### config.mk
export PLATFORM = sky130hd
export DESIGN_NAME = fetch_sequencer
export DESIGN_NICKNAME = d
export VERILOG_FILES = /design/src/rtl/fetch_sequencer.sv
export SDC_FILE = /design/constraint.sdc
export NUM_CORES = 1
export LEC_CHECK = 0
export ABC_AREA = 1
export BUFFER_PORTS_ARGS = -buffer_cell sky130_fd_sc_hd__buf_2
export CAP_MARGIN = 10
export CELL_PAD_IN_SITES_DETAIL_PLACEMENT = 2
export CELL_PAD_IN_SITES_GLOBAL_PLACEMENT = 2
export CORE_MARGIN = 2
export CORE_UTILIZATION = 36
export CTS_CLUSTER_SIZE = 16
export DETAILED_ROUTE_END_ITERATION = 6
export GPL_TIMING_DRIVEN = 0
export MAX_ROUTING_LAYER = met4
export PLACE_DENSITY = 0.85
export SYNTH_ARGS = -nofsm -noshare
export SYNTH_HDL_FRONTEND = slang
export SYNTH_SLANG_ARGS = --single-unit
### constraint.sdc
create_clock -name clk -period 4.4 [get_ports clk]
set_input_delay 0.88 -clock clk [delete_from_list [all_inputs] [get_ports clk]]
set_output_delay 0.88 -clock clk [all_outputs]
set_load 0.05 [all_outputs]
### src/rtl/fetch_sequencer.sv
`default_nettype none
// ============================================================================
// Module   : fetch_sequencer
// Purpose  : Sequences instruction addresses (single-step or free-running)
//            and issues one register-bank write pulse per instruction.
// Revision : 1.0 - initial release
// ============================================================================
module fetch_sequencer #(
    parameter int ADDR_W    = 4,
    parameter int LAST_ADDR = 15,
    parameter int SETTLE    = 2,
    parameter int TICK_DIV  = 25000000
) (
    input  logic              clk,
    input  logic              rst,
    input  logic              run,
    input  logic              step,
    input  logic              load,
    input  logic [ADDR_W-1:0] load_addr,
    output logic [ADDR_W-1:0] pc,
    output logic              reg_write,
    output logic              busy,
    output logic              halted
);

    localparam int c_SETTLE_W = (SETTLE > 1) ? $clog2(SETTLE) : 1;
    localparam int c_TICK_W   = $clog2(TICK_DIV);

    localparam logic [c_SETTLE_W-1:0] c_SETTLE_LAST = c_SETTLE_W'(SETTLE - 1);
    localparam logic [c_TICK_W-1:0]   c_TICK_LAST   = c_TICK_W'(TICK_DIV - 1);
    localparam logic [ADDR_W-1:0]     c_LAST_ADDR   = ADDR_W'(LAST_ADDR);

    typedef enum logic [2:0] {
        S_IDLE    = 3'd0,
        S_FETCH   = 3'd1,
        S_WRITE   = 3'd2,
        S_ADVANCE = 3'd3,
        S_WAIT    = 3'd4,
        S_HALT    = 3'd5
    } state_t;

    logic                  r_step_meta;
    logic                  r_step_sync;
    logic                  r_step_prev;
    logic                  r_step_rise;

    state_t                r_state;
    logic [c_SETTLE_W-1:0] r_settle_cnt;
    logic [c_TICK_W-1:0]   r_tick_cnt;
    logic [ADDR_W-1:0]     r_pc;
    logic                  r_reg_write;

    // Push-button path: two-flop synchronizer, then a registered rising edge
    always_ff @(posedge clk) begin
        if (rst) begin
            r_step_meta <= 1'b0;
            r_step_sync <= 1'b0;
            r_step_prev <= 1'b0;
            r_step_rise <= 1'b0;
        end else begin
            r_step_meta <= step;
            r_step_sync <= r_step_meta;
            r_step_prev <= r_step_sync;
            r_step_rise <= r_step_sync & ~r_step_prev;
        end
    end

    always_ff @(posedge clk) begin
        if (rst) begin
            r_state      <= S_IDLE;
            r_pc         <= '0;
            r_settle_cnt <= '0;
            r_tick_cnt   <= '0;
            r_reg_write  <= 1'b0;
        end else if (load) begin
            r_state      <= S_IDLE;
            r_pc         <= load_addr;
            r_settle_cnt <= '0;
            r_tick_cnt   <= '0;
            r_reg_write  <= 1'b0;
        end else begin
            r_reg_write <= 1'b0;
            case (r_state)
                S_IDLE: begin
                    if (run || r_step_rise) begin
                        r_state      <= S_FETCH;
                        r_settle_cnt <= '0;
                    end
                end
                S_FETCH: begin
                    // The write strobe is raised on the same edge that enters WRITE
                    if (r_settle_cnt == c_SETTLE_LAST) begin
                        r_state      <= S_WRITE;
                        r_settle_cnt <= '0;
                        r_reg_write  <= 1'b1;
                    end else begin
                        r_settle_cnt <= r_settle_cnt + 1'b1;
                    end
                end
                S_WRITE: begin
                    r_state <= S_ADVANCE;
                end
                S_ADVANCE: begin
                    if (r_pc == c_LAST_ADDR) begin
                        r_state <= S_HALT;
                    end else begin
                        r_pc       <= r_pc + 1'b1;
                        r_tick_cnt <= '0;
                        r_state    <= run ? S_WAIT : S_IDLE;
                    end
                end
                S_WAIT: begin
                    if (!run) begin
                        r_state    <= S_IDLE;
                        r_tick_cnt <= '0;
                    end else if (r_tick_cnt == c_TICK_LAST) begin
                        r_state    <= S_FETCH;
                        r_tick_cnt <= '0;
                    end else begin
                        r_tick_cnt <= r_tick_cnt + 1'b1;
                    end
                end
                S_HALT: begin
                    r_state <= S_HALT;
                end
                default: begin
                    r_state <= S_IDLE;
                end
            endcase
        end
    end

    assign pc        = r_pc;
    assign reg_write = r_reg_write;
    assign busy      = (r_state == S_FETCH) || (r_state == S_WRITE) ||
                       (r_state == S_ADVANCE) || (r_state == S_WAIT);
    assign halted    = (r_state == S_HALT);

endmodule
`default_nettype wire

Word level (Yosys, flattened, before mapping) --
Cells that the tools add are included.
Cells by class: $add $sub $neg 3, multipliers 0, divide/modulo/power cells 0, order comparisons 0, eq/ne operators 12, shifts and indexed selects 0, multiplexer cells 18, bitwise operators 3, reductions and logical operators 14
Operators by type and width (number):
- $mux W25 | 3
- $pmux W25 S2 | 1
- $add A25 B1 Y25 const B | 1
- $eq A25 B25 Y1 const B | 1
- $mux W3 | 6
- $pmux W3 S6 | 1
- $mux W4 | 3
- $ne A2 B2 Y1 const B | 4
- $eq A3 B2 Y1 const B | 2
- $eq A3 B3 Y1 const B | 2
- $reduce_and A2 Y1 | 3
- $reduce_bool A2 Y1 | 3
- $add A4 B1 Y4 const B | 1
- $eq A4 B4 Y1 const B | 1
- $logic_or A1 B1 Y1 | 4
- $eq A3 B1 Y1 const B | 1
- $logic_not A3 Y1 | 1
- $mux W1 | 3
- $ne A3 B3 Y1 const B | 1
- $reduce_and A3 Y1 | 1
- $reduce_or A3 Y1 | 1
- $not A1 Y1 | 2
- $pmux W1 S2 | 1
- $reduce_or A2 Y1 | 1
- 2 further kinds | 2
Word-level totals: register bits 38, bits in latches 0, memory bits (writable) 0, bits in read-only memories 0, input bits 9, output and inout bits 7, word-level logic and storage cells 59, memories 0

Depth between registers and ports, before layout --
Gate-level depths: netlist (run 1).
depth after elaboration 4, gate-level depth with buffers 11, depth with buffers taken out 10

Worst setup path before layout (run 1) --
Ideal clock, no wire load.
path kind reg2out, start register r_state[0], end output busy, data arrival time 1.119 ns, required time 3.520 ns, slack 2.401 ns, cell stages (with the launch flop) 5, buffers on the path 0, cells stage by stage dfxtp_1 inv_1 nor3_1 inv_1 nand3_1
On the way: cells in the longest elaborated chain, start to end 4, elaborated cells between the ends (all ways) 7, classes of those cells eq/ne (4); reduce/logical (3)
Ends and longest elaborated chain:
- start, declared | RTL line 47 | state_t r_state;
- start signal, assigned | RTL line 109 | r_state <= run ? S_WAIT : S_IDLE;
- $eq A3 B1 Y1 / $eq A3 B2 Y1 (equally long branches) | RTL line 135 | assign busy = (r_state == S_FETCH) || (r_state == S_WRITE) ||
- $logic_or A1 B1 Y1 (2 in series) | RTL line 135
- $logic_or A1 B1 Y1 (*) | RTL line 136 | (r_state == S_ADVANCE) || (r_state == S_WAIT);
- end, declared | RTL line 22 | output logic busy,
Mark *: on every way between the ends. The rest lies on a longest branch, timed or not.

Worst setup path in the final report (run 1) --
Same ends and word-level chain as after synthesis.

==> results of run 1 <==
## synth_stat cells
cell type                   n
sky130_fd_sc_hd__clkbuf_1   1
sky130_fd_sc_hd__ha_1       2
sky130_fd_sc_hd__nor2_2     6
sky130_fd_sc_hd__nor3_1     7
sky130_fd_sc_hd__dfxtp_1   38
sky130_fd_sc_hd__xor2_1    13
sky130_fd_sc_hd__o22ai_1    1
sky130_fd_sc_hd__or2_0      1
sky130_fd_sc_hd__buf_12     1
sky130_fd_sc_hd__a221oi_1   2
sky130_fd_sc_hd__o21ai_0    6
sky130_fd_sc_hd__buf_6      2
sky130_fd_sc_hd__nand3_1   26
sky130_fd_sc_hd__nand2_4    2
sky130_fd_sc_hd__nor2_1    62
sky130_fd_sc_hd__nor2_4     3
sky130_fd_sc_hd__nand2_1   62
sky130_fd_sc_hd__a21oi_1   11
sky130_fd_sc_hd__inv_1     40
sky130_fd_sc_hd__o211ai_1   1
sky130_fd_sc_hd__and3_1     1
sky130_fd_sc_hd__buf_8      1
sky130_fd_sc_hd__nand3_2    1
sky130_fd_sc_hd__a311oi_1   1
sky130_fd_sc_hd__nand4_1   10
sky130_fd_sc_hd__nand2_2    8
## kinds of logic (layout without fill, tap and decap cells)
group                    count (synthesis)  after routing  share of synthesized area, %
AND/OR/NAND/NOR                        189            189                          41.0
buffers and inverters                   45             67                          10.1
flip-flops                              38             38                          36.3
AO/OA/AOI/OAI                           22             22                          5.97
XOR/XNOR                                13             13                          5.43
adder cells (fa/ha/maj)                  2              2                          1.19
## layer usage
| layer | vias to the layer above | global-route usage (%) |
|---|---|---|
| li1 | 1022 | - |
| met1 | 1013 | 24.9 |
| met2 | 21 | 41.0 |
| met3 | 11 | 3.71 |
| met4 | 0 | 7.80 |
| met5 | - | - |
## per-stage QoR
| step | instances | hold slack, ns | cell area (um^2) | util [%] | setup WS [ns] |
|---|---|---|---|---|---|
| 2_1_floorplan | 309 | 0.373 | 2100 | - | 2.40 |
| 3_3_place_gp | 395 | 0.378 | 2260 | 40.5 | 2.29 |
| 3_5_place_dp | 395 | 0.383 | 2260 | 40.5 | 2.23 |
| 4_1_cts | 403 | 0.395 | 2350 | 42.2 | 1.89 |
| 5_1_grt | 403 | 0.398 | 2350 | 42.2 | 1.77 |
| 6_report | 403 | 0.392 | 2350 | 42.2 | 1.94 |
## cell usage in the layout (no fill, tap or decap)
cell type,instances
sky130_fd_sc_hd__a21oi_1,11
sky130_fd_sc_hd__a221oi_1,2
sky130_fd_sc_hd__a311oi_1,1
sky130_fd_sc_hd__and3_1,1
sky130_fd_sc_hd__buf_12,1
sky130_fd_sc_hd__buf_2,14
sky130_fd_sc_hd__buf_6,2
sky130_fd_sc_hd__buf_8,1
sky130_fd_sc_hd__clkbuf_1,1
sky130_fd_sc_hd__clkbuf_8,6
sky130_fd_sc_hd__clkinv_2,1
sky130_fd_sc_hd__clkinvlp_4,1
sky130_fd_sc_hd__dfxtp_1,38
sky130_fd_sc_hd__ha_1,2
sky130_fd_sc_hd__inv_1,40
sky130_fd_sc_hd__nand2_1,62
sky130_fd_sc_hd__nand2_2,8
sky130_fd_sc_hd__nand2_4,2
sky130_fd_sc_hd__nand3_1,26
sky130_fd_sc_hd__nand3_2,1
sky130_fd_sc_hd__nand4_1,10
sky130_fd_sc_hd__nor2_1,62
sky130_fd_sc_hd__nor2_2,6
sky130_fd_sc_hd__nor2_4,3
sky130_fd_sc_hd__nor3_1,7
sky130_fd_sc_hd__o211ai_1,1
sky130_fd_sc_hd__o21ai_0,6
sky130_fd_sc_hd__o22ai_1,1
sky130_fd_sc_hd__or2_0,1
sky130_fd_sc_hd__xor2_1,13
## final timing paths
path	start	endpoint	slack (ns)	cells after the start
hold / removal	r_step_prev	r_step_rise	0.39	1
hold reg to reg	r_step_prev	r_step_rise	0.39	1
setup reg to reg	r_tick_cnt[1]	r_tick_cnt[23]	2.52	11
setup / recovery	r_state[0]	busy	1.94	5
## report_power, final
group / internal, uW / switching, uW
registers: 349 / 5.26
clock network: 126 / 136
logic: 15.6 / 38.1
## state kept, by name, indices dropped and copies added (netlist names)
register,cells
r_state,3
reg_write,1
r_step_rise,1
r_tick_cnt,25
pc,4
r_step_meta,1
r_step_prev,1
r_step_sync,1
r_settle_cnt,1
## area by class of cell
type / instances / area, um^2
buffer: 5 / 61.3
clock buffer: 6 / 82.6
clock inverter: 2 / 12.5
fill: 707 / 3220
inverter: 40 / 150
multi-input combinational: 226 / 1120
sequential: 38 / 761
tap: 72 / 90.1
timing repair buffer: 14 / 70.1
## critical path: stages (launching register included)
cell and delay, ns:
sky130_fd_sc_hd__dfxtp_1 0.47, sky130_fd_sc_hd__inv_1 0.11, sky130_fd_sc_hd__nor3_1 0.23, sky130_fd_sc_hd__inv_1 0.13, sky130_fd_sc_hd__nand3_1 0.08, sky130_fd_sc_hd__buf_2 0.26
==> results.env, run 1 <==
RUN_STATUS='finished, final reports clean'
SYNTH_SEQ_AREA_SHARE_PCT=36.3
GRT_ANTENNA_BEFORE_REPAIR=0
CRITICALPATHCATEGORY='flip-flop to output port'
YS_SEQ_ELEMENTS=38
WORST_VOLTAGE_DROP_ACROSS_THE_VDD_GRID_mV=0.175
SETUP_TOTAL_NEGATIVE_SLACK_NS=0
FINAL-SETUP-VIOL-COUNT=0
HOLD_VIOL=0
CTS_MAX_LEVEL=2
CORE_AREA_UM2=5570
SYNTH_LARGEST_AREA_CELL='sky130_fd_sc_hd__dfxtp_1'
WORST-ENDPOINT-ARRIVAL_NS=1.58
AREA_DELTA_SYNTH_FINAL_PCT=12.2
DIE_WIDTH_UM=80.3
DRV_CAP=0
NETLIST-CELL-TYPE-COUNT=26
FINISH.NET_COUNT=341
FINAL-MAX-SLEW-VIOLATION-COUNT=0
CTS_TREE='done'
HPWL_MM=4.85
TOP_LAYER_USED='met4'
ANTENNA_CELLS_INSERTED=0
YOSYS_WARNINGS=0
CLOCK-ROOT-BUFFER='sky130_fd_sc_hd__clkbuf_8'
VIA_COUNT=2067
CTS_INSERTED_BUFFERS=5
TOTALWIRELENGTH_MM=6.36
GRT_MAX_DEGREE=13
DRC_ERRORS=0
SYN-NUM-NETS=320
FINAL.PERIOD_UTILIZATION_PCT=56.0
ROUTE.ANTENNA.REMAINING_NETS=0
FIRST_GLOBAL_VIAS=2319
SYNTHCELLS=309
IO_PINS=16
SETUP_REPAIR_AFTER_GLOBAL_ROUTING_MISSED_ITS_MARGIN='false'
TRACK_USAGE_PCT=22.6
DIE-HEIGHT_UM=80.3
GLOBAL_ROUTE_WIRE_LENGTH_BEFORE_REPAIR_MM=10.8
FIRSTDRTPASSITERS=4
PORT-BUFFER-COUNT=14
LAYOUT-DRIVE-GT1-SHARE_PCT=13.9
DR_WL_MET2_MM=3.30
SETUP.WORST_PATH.START_CLASS='flip-flop'
DETAIL_ROUTE.ITER0.VIOLATIONS=62
CTS.PATH.MAX_BUFFERS=2
SKEW_NS=0.00642
CTS_SETUP_BUFFERS=0
FLOORPLAN.INITIALDENSITY_PCT=37.6
CRITICAL_PATH.ENDPOINT_TYPE='output port'
WORSTMARGINPINSLEW_NS=0.556
FP-ROW-COUNT=27
POWER.STATIC_LEAKAGE_uW=0.000918
WL_PER_CELL_UM=15.8
CLOCK_INPUT_TRANSITION_AT_THE_SEQUENTIAL_CELLS_OF_THE_WORST_SETUP_AND_HOLD_PATHS_NS=0.08
FINALWORSTPATHREQUIREDPERIOD_NS=2.46
SYNTH_TOP_CELLS_BY_AREA='sky130_fd_sc_hd__dfxtp_1 (36%), sky130_fd_sc_hd__nand2_1 (11%), sky130_fd_sc_hd__nor2_1 (11%), sky130_fd_sc_hd__inv_1 (7.2%), sky130_fd_sc_hd__nand3_1 (6.2%)'
CTS_HOLD_REPAIR.BUFFERS=0
GRT.OVERFLOW.TOTAL=0
GLOBALPLACE.CONGESTION=0.781
CP.REQUIRED_NS=3.52
SYNTH_TOP_AREA_SHARE_PCT=36.3
FLOORPLAN.DIE_AREA_UM2=6450
DESIGN_POWER_TOTAL_uW=670
CLOCK_INSERTION_DELAY_WORST_SKEW_NS=0.30
SYN_AVG_CELL_AREA_UM2=6.78
POST_CTS_RESIZED=0
MAX_FREQ_MHz=406
PATH_MAX_FANOUT=7
POWER.DENSITY_CELL_AREA_nW_PER_UM2=285
SYN_STD_CELL_AREA_UM2=2100
MAXSLEWHEADROOM_PCT=62.8
MET3_ROUTED_LENGTH_UM=128
MET1WIRELENGTH_MM=2.81
HP-CLASS='flip-flop to flip-flop'
CLKSINKCOUNT=38
VIAS_PER_CELL=5.13
Power figures use the tool's default switching activity.
==> run 2, diff against run 1 <==
Settings changed: ABC_AREA 1 to 0, CORE_UTILIZATION 36 to 32, PLACE_DENSITY 0.85 to 0.75.
Clock period 4.4 ns to 2.1 ns, I/O delays scaled along.
==> run 2 against run 1 <==
First-iteration DRC count is 47% higher. Final cell count is 18% lower. Hold slack worse by 0.070 ns. Wire length is 11% lower. Count of clock-buffer cells in the layout stayed put. Largest cell class unchanged. Highest routed layer unchanged. Clock skew is 0.0033 ns higher. Non-clock buffer count is 7 higher. Via count is 15% lower.
==> results.env, run 2 <==
RUN_STATUS='finished, final reports clean'
MAX_FREQ_MHz=489
FINAL_CELL_MIX='sky130_fd_sc_hd__dfxtp_1 (36), sky130_fd_sc_hd__nor2_1 (28), sky130_fd_sc_hd__nand2_1 (21), sky130_fd_sc_hd__buf_2 (18), sky130_fd_sc_hd__nand3_1 (18)'
DRC_ERRORS=0
SYN-NUM-NETS=243
FLOORPLAN.DIE_AREA_UM2=6630
SKEW_NS=0.00969
ANTENNA_CELLS_INSERTED=0
FIN_WORST_HOLD_SLACK_NS=0.322
GRT_ANTENNA_BEFORE_REPAIR=0
CLKSINKCOUNT=38
SYNTH_EDF_COUNT=0
HPWL_MM=3.87
ROUTE.ANTENNA.REMAINING_NETS=0
MET3_RESOURCE_USE_GR_PCT=3.96
DETAIL_ROUTE.ITER0.VIOLATIONS=91
FLOORPLAN.INITIALDENSITY_PCT=32.8
VIAS_PER_CELL=5.27
FINAL-MAX-SLEW-VIOLATION-COUNT=0
FINAL.PERIOD_UTILIZATION_PCT=97.4
DPL-INSTANCE-AREA_UM2=2090
TOTALWIRELENGTH_MM=5.68
TRACK_USAGE_PCT=19.4
ASYNC_FLOP_SHARE_PCT=0
FINISH.NET_COUNT=267
SETUP.WORST_PATH.START_CLASS='flip-flop'
SYNTH_SEQ_AREA_SHARE_PCT=39.6
CELL_COUNT_AFTER_PLACEMENT=321
GRT.OVERFLOW.TOTAL=0
SYNTHCELLS=232
HOLD_VIOL=0
AREA_DELTA_SYNTH_FINAL_PCT=22.2
FIN_AREA_UM2=2350
CLOCK-ROOT-BUFFER='sky130_fd_sc_hd__clkbuf_8'
SETUP_REPAIR_AFTER_GLOBAL_ROUTING_MISSED_ITS_MARGIN='true'
CTS.PATH.MAX_BUFFERS=2
CTS_INSERTED_BUFFERS=5
MAXSLEWHEADROOM_PCT=60.1
PATH_MAX_FANOUT=10
SYNTH_MOST_COMMON_CELL='sky130_fd_sc_hd__dfxtp_1'
SYNTH_TOP_AREA_SHARE_PCT=39.6
POWER.DENSITY_CELL_AREA_nW_PER_UM2=693
FP-ROW-COUNT=28
FIRSTDRTPASSITERS=4
GLOBAL_ROUTE_WIRE_LENGTH_BEFORE_REPAIR_MM=9.42
CTS_TREE='done'
PORT-BUFFER-COUNT=14
CORE_AREA_UM2=5850
CRITICAL_PATH.ENDPOINT_TYPE='flip-flop'
GLOBALROUTEMET2UTIL_PCT=31.4
SYNTH_TOP_CELLS_BY_AREA='sky130_fd_sc_hd__dfxtp_1 (40%), sky130_fd_sc_hd__xor2_1 (5.9%), sky130_fd_sc_hd__nor2_1 (5.7%), sky130_fd_sc_hd__nand3_1 (5.2%), sky130_fd_sc_hd__nand2_1 (4.3%)'
MOST_USED_FLIP_FLOP_CELL_AFTER_SYNTHESIS='sky130_fd_sc_hd__dfxtp_1'
DRV_CAP=0
POWER.STATIC_LEAKAGE_uW=0.000870
CTS_HOLD_REPAIR.BUFFERS=0
FINAL-SETUP-VIOL-COUNT=0
LAYOUT-DRIVE-GT1-SHARE_PCT=20.6
CTS_MAX_LEVEL=2
LAYOUTNONFILLERINSTCOUNT=332
LARGEST-REGISTER='r_tick_cnt'
SYNTH_TOP_CELLS_BY_COUNT='sky130_fd_sc_hd__dfxtp_1 (38), sky130_fd_sc_hd__nor2_1 (29), sky130_fd_sc_hd__nand2_1 (22), sky130_fd_sc_hd__nand3_1 (20), sky130_fd_sc_hd__xor2_1 (13)'
CP.REQUIRED_NS=2.30
GLOBAL_ROUTE.PEAK_USAGE_LAYER='met2'
WORST_VOLTAGE_DROP_ACROSS_THE_VDD_GRID_mV=0.309
GRT_MAX_DEGREE=13
GLOBALPLACE.CONGESTION=0.741
POST-ROUTE-UTIL_PCT=40.1
WL_PER_CELL_UM=17.1
DIE_WIDTH_UM=81.4
VIA_COUNT=1751
CLOCK_INPUT_TRANSITION_AT_THE_SEQUENTIAL_CELLS_OF_THE_WORST_SETUP_AND_HOLD_PATHS_NS=0.09
FINALWORSTPATHREQUIREDPERIOD_NS=2.05
WORSTMARGINPINSLEW_NS=0.596
NETLIST-CELL-TYPE-COUNT=44
WORST-ENDPOINT-ARRIVAL_NS=2.24
SYNTH_LARGEST_AREA_CELL='sky130_fd_sc_hd__dfxtp_1'
DIE-HEIGHT_UM=81.4
HP-CLASS='primary input to flip-flop'
MET1_USAGE_PCT=24.5
LARGEST_REGISTER_FF_COUNT=25
FIRST_GLOBAL_VIAS=1859
CLOCK_INSERTION_DELAY_WORST_SKEW_NS=0.31
SYN_AVG_CELL_AREA_UM2=8.27
YOSYS_WARNINGS=0
DP_SLACK_NS=-0.175
POSTLAYOUTSETUPSLACKWORST_NS=0.0539
YS_SEQ_ELEMENTS=38
IO_PINS=16
SYN_STD_CELL_AREA_UM2=1920
CRITICALPATHCATEGORY='flip-flop to flip-flop'
LAYOUT_COMMONEST_CELL='sky130_fd_sc_hd__dfxtp_1'
==> run 2: report_power, final <==
group,switching (uW),internal (uW),leakage [uW],total (uW)
Combinational,65.1,30.8,0.000490,95.9
Clock,285,507,0.0000714,792
Sequential,8.99,730,0.000308,739
Total,359,1270,0.000870,1630
==> run 2: final cells by class <==
type	instances	area (um^2)
plain buffers	9	47.5
clock buffers	6	82.6
clock inverters	2	60.1
fillers	667	3500
inverters	7	26.3
multi-input cells	178	1180
flip-flops and latches	38	763
well taps	75	93.8
repair buffers	17	92.6
==> run 2: per-layer routing <==
metal / wire, um / part of all wire [%] / up-vias
met3: 90 / 1.6 / 6
li1: - / - / 865
met5: 0 / 0 / -
met2: 2920 / 51 / 9
met4: 89 / 1.6 / 0
met1: 2580 / 45 / 871
==> run 2: logic make-up after synthesis <==
| family | synth area share, % |
|---|---|
| buffers and inverters | 3.59 |
| muxes | 1.04 |
| adders and majority gates | 1.30 |
| AOI/OAI and AO/OA | 12.3 |
| and+or+nand+nor | 33.4 |
| DFF | 39.6 |
| xor gates and xnor gates | 8.67 |
==> run 2: through the flow <==
| stage | TNS (ns) | power (uW) |
|---|---|---|
| after CTS | 0 | 1640 |
| final | 0 | 1630 |
| after global routing | -0.275 | 1690 |
| after detailed placement | -1.43 | 850 |
| after floorplan | 0 | 819 |
| after global placement | -0.625 | 847 |
==> run 2: final timing paths <==
check	from	endpoint	slack, ns	depth (start not counted)
worst max register to register	r_tick_cnt[6]	r_tick_cnt[17]	0.05	7
worst max-delay path	r_tick_cnt[6]	r_tick_cnt[17]	0.05	7
worst min register to register	r_step_prev	r_step_rise	0.39	1
worst min-delay path	step	r_step_meta	0.32	2
==> run 2: timing repair <==
| item | 4_1_cts | 5_1_grt |
|---|---|---|
| gates resized for setup | 7 | 10 |
| setup endpoints to repair | 14 | 23 |
| pin swaps | 2 | 1 |
| cloned | 0 | 0 |
| buffers inserted | 1 | 2 |
==> run 2: worst max-delay path: stages, from the launching register on <==
cell                      delay (ns)
sky130_fd_sc_hd__dfxtp_1        0.39
sky130_fd_sc_hd__or4_4          0.58
sky130_fd_sc_hd__nor4_4         0.26
sky130_fd_sc_hd__buf_4          0.19
sky130_fd_sc_hd__a21oi_4        0.12
sky130_fd_sc_hd__o21ai_4        0.17
sky130_fd_sc_hd__buf_6          0.17
sky130_fd_sc_hd__nor2_1         0.05
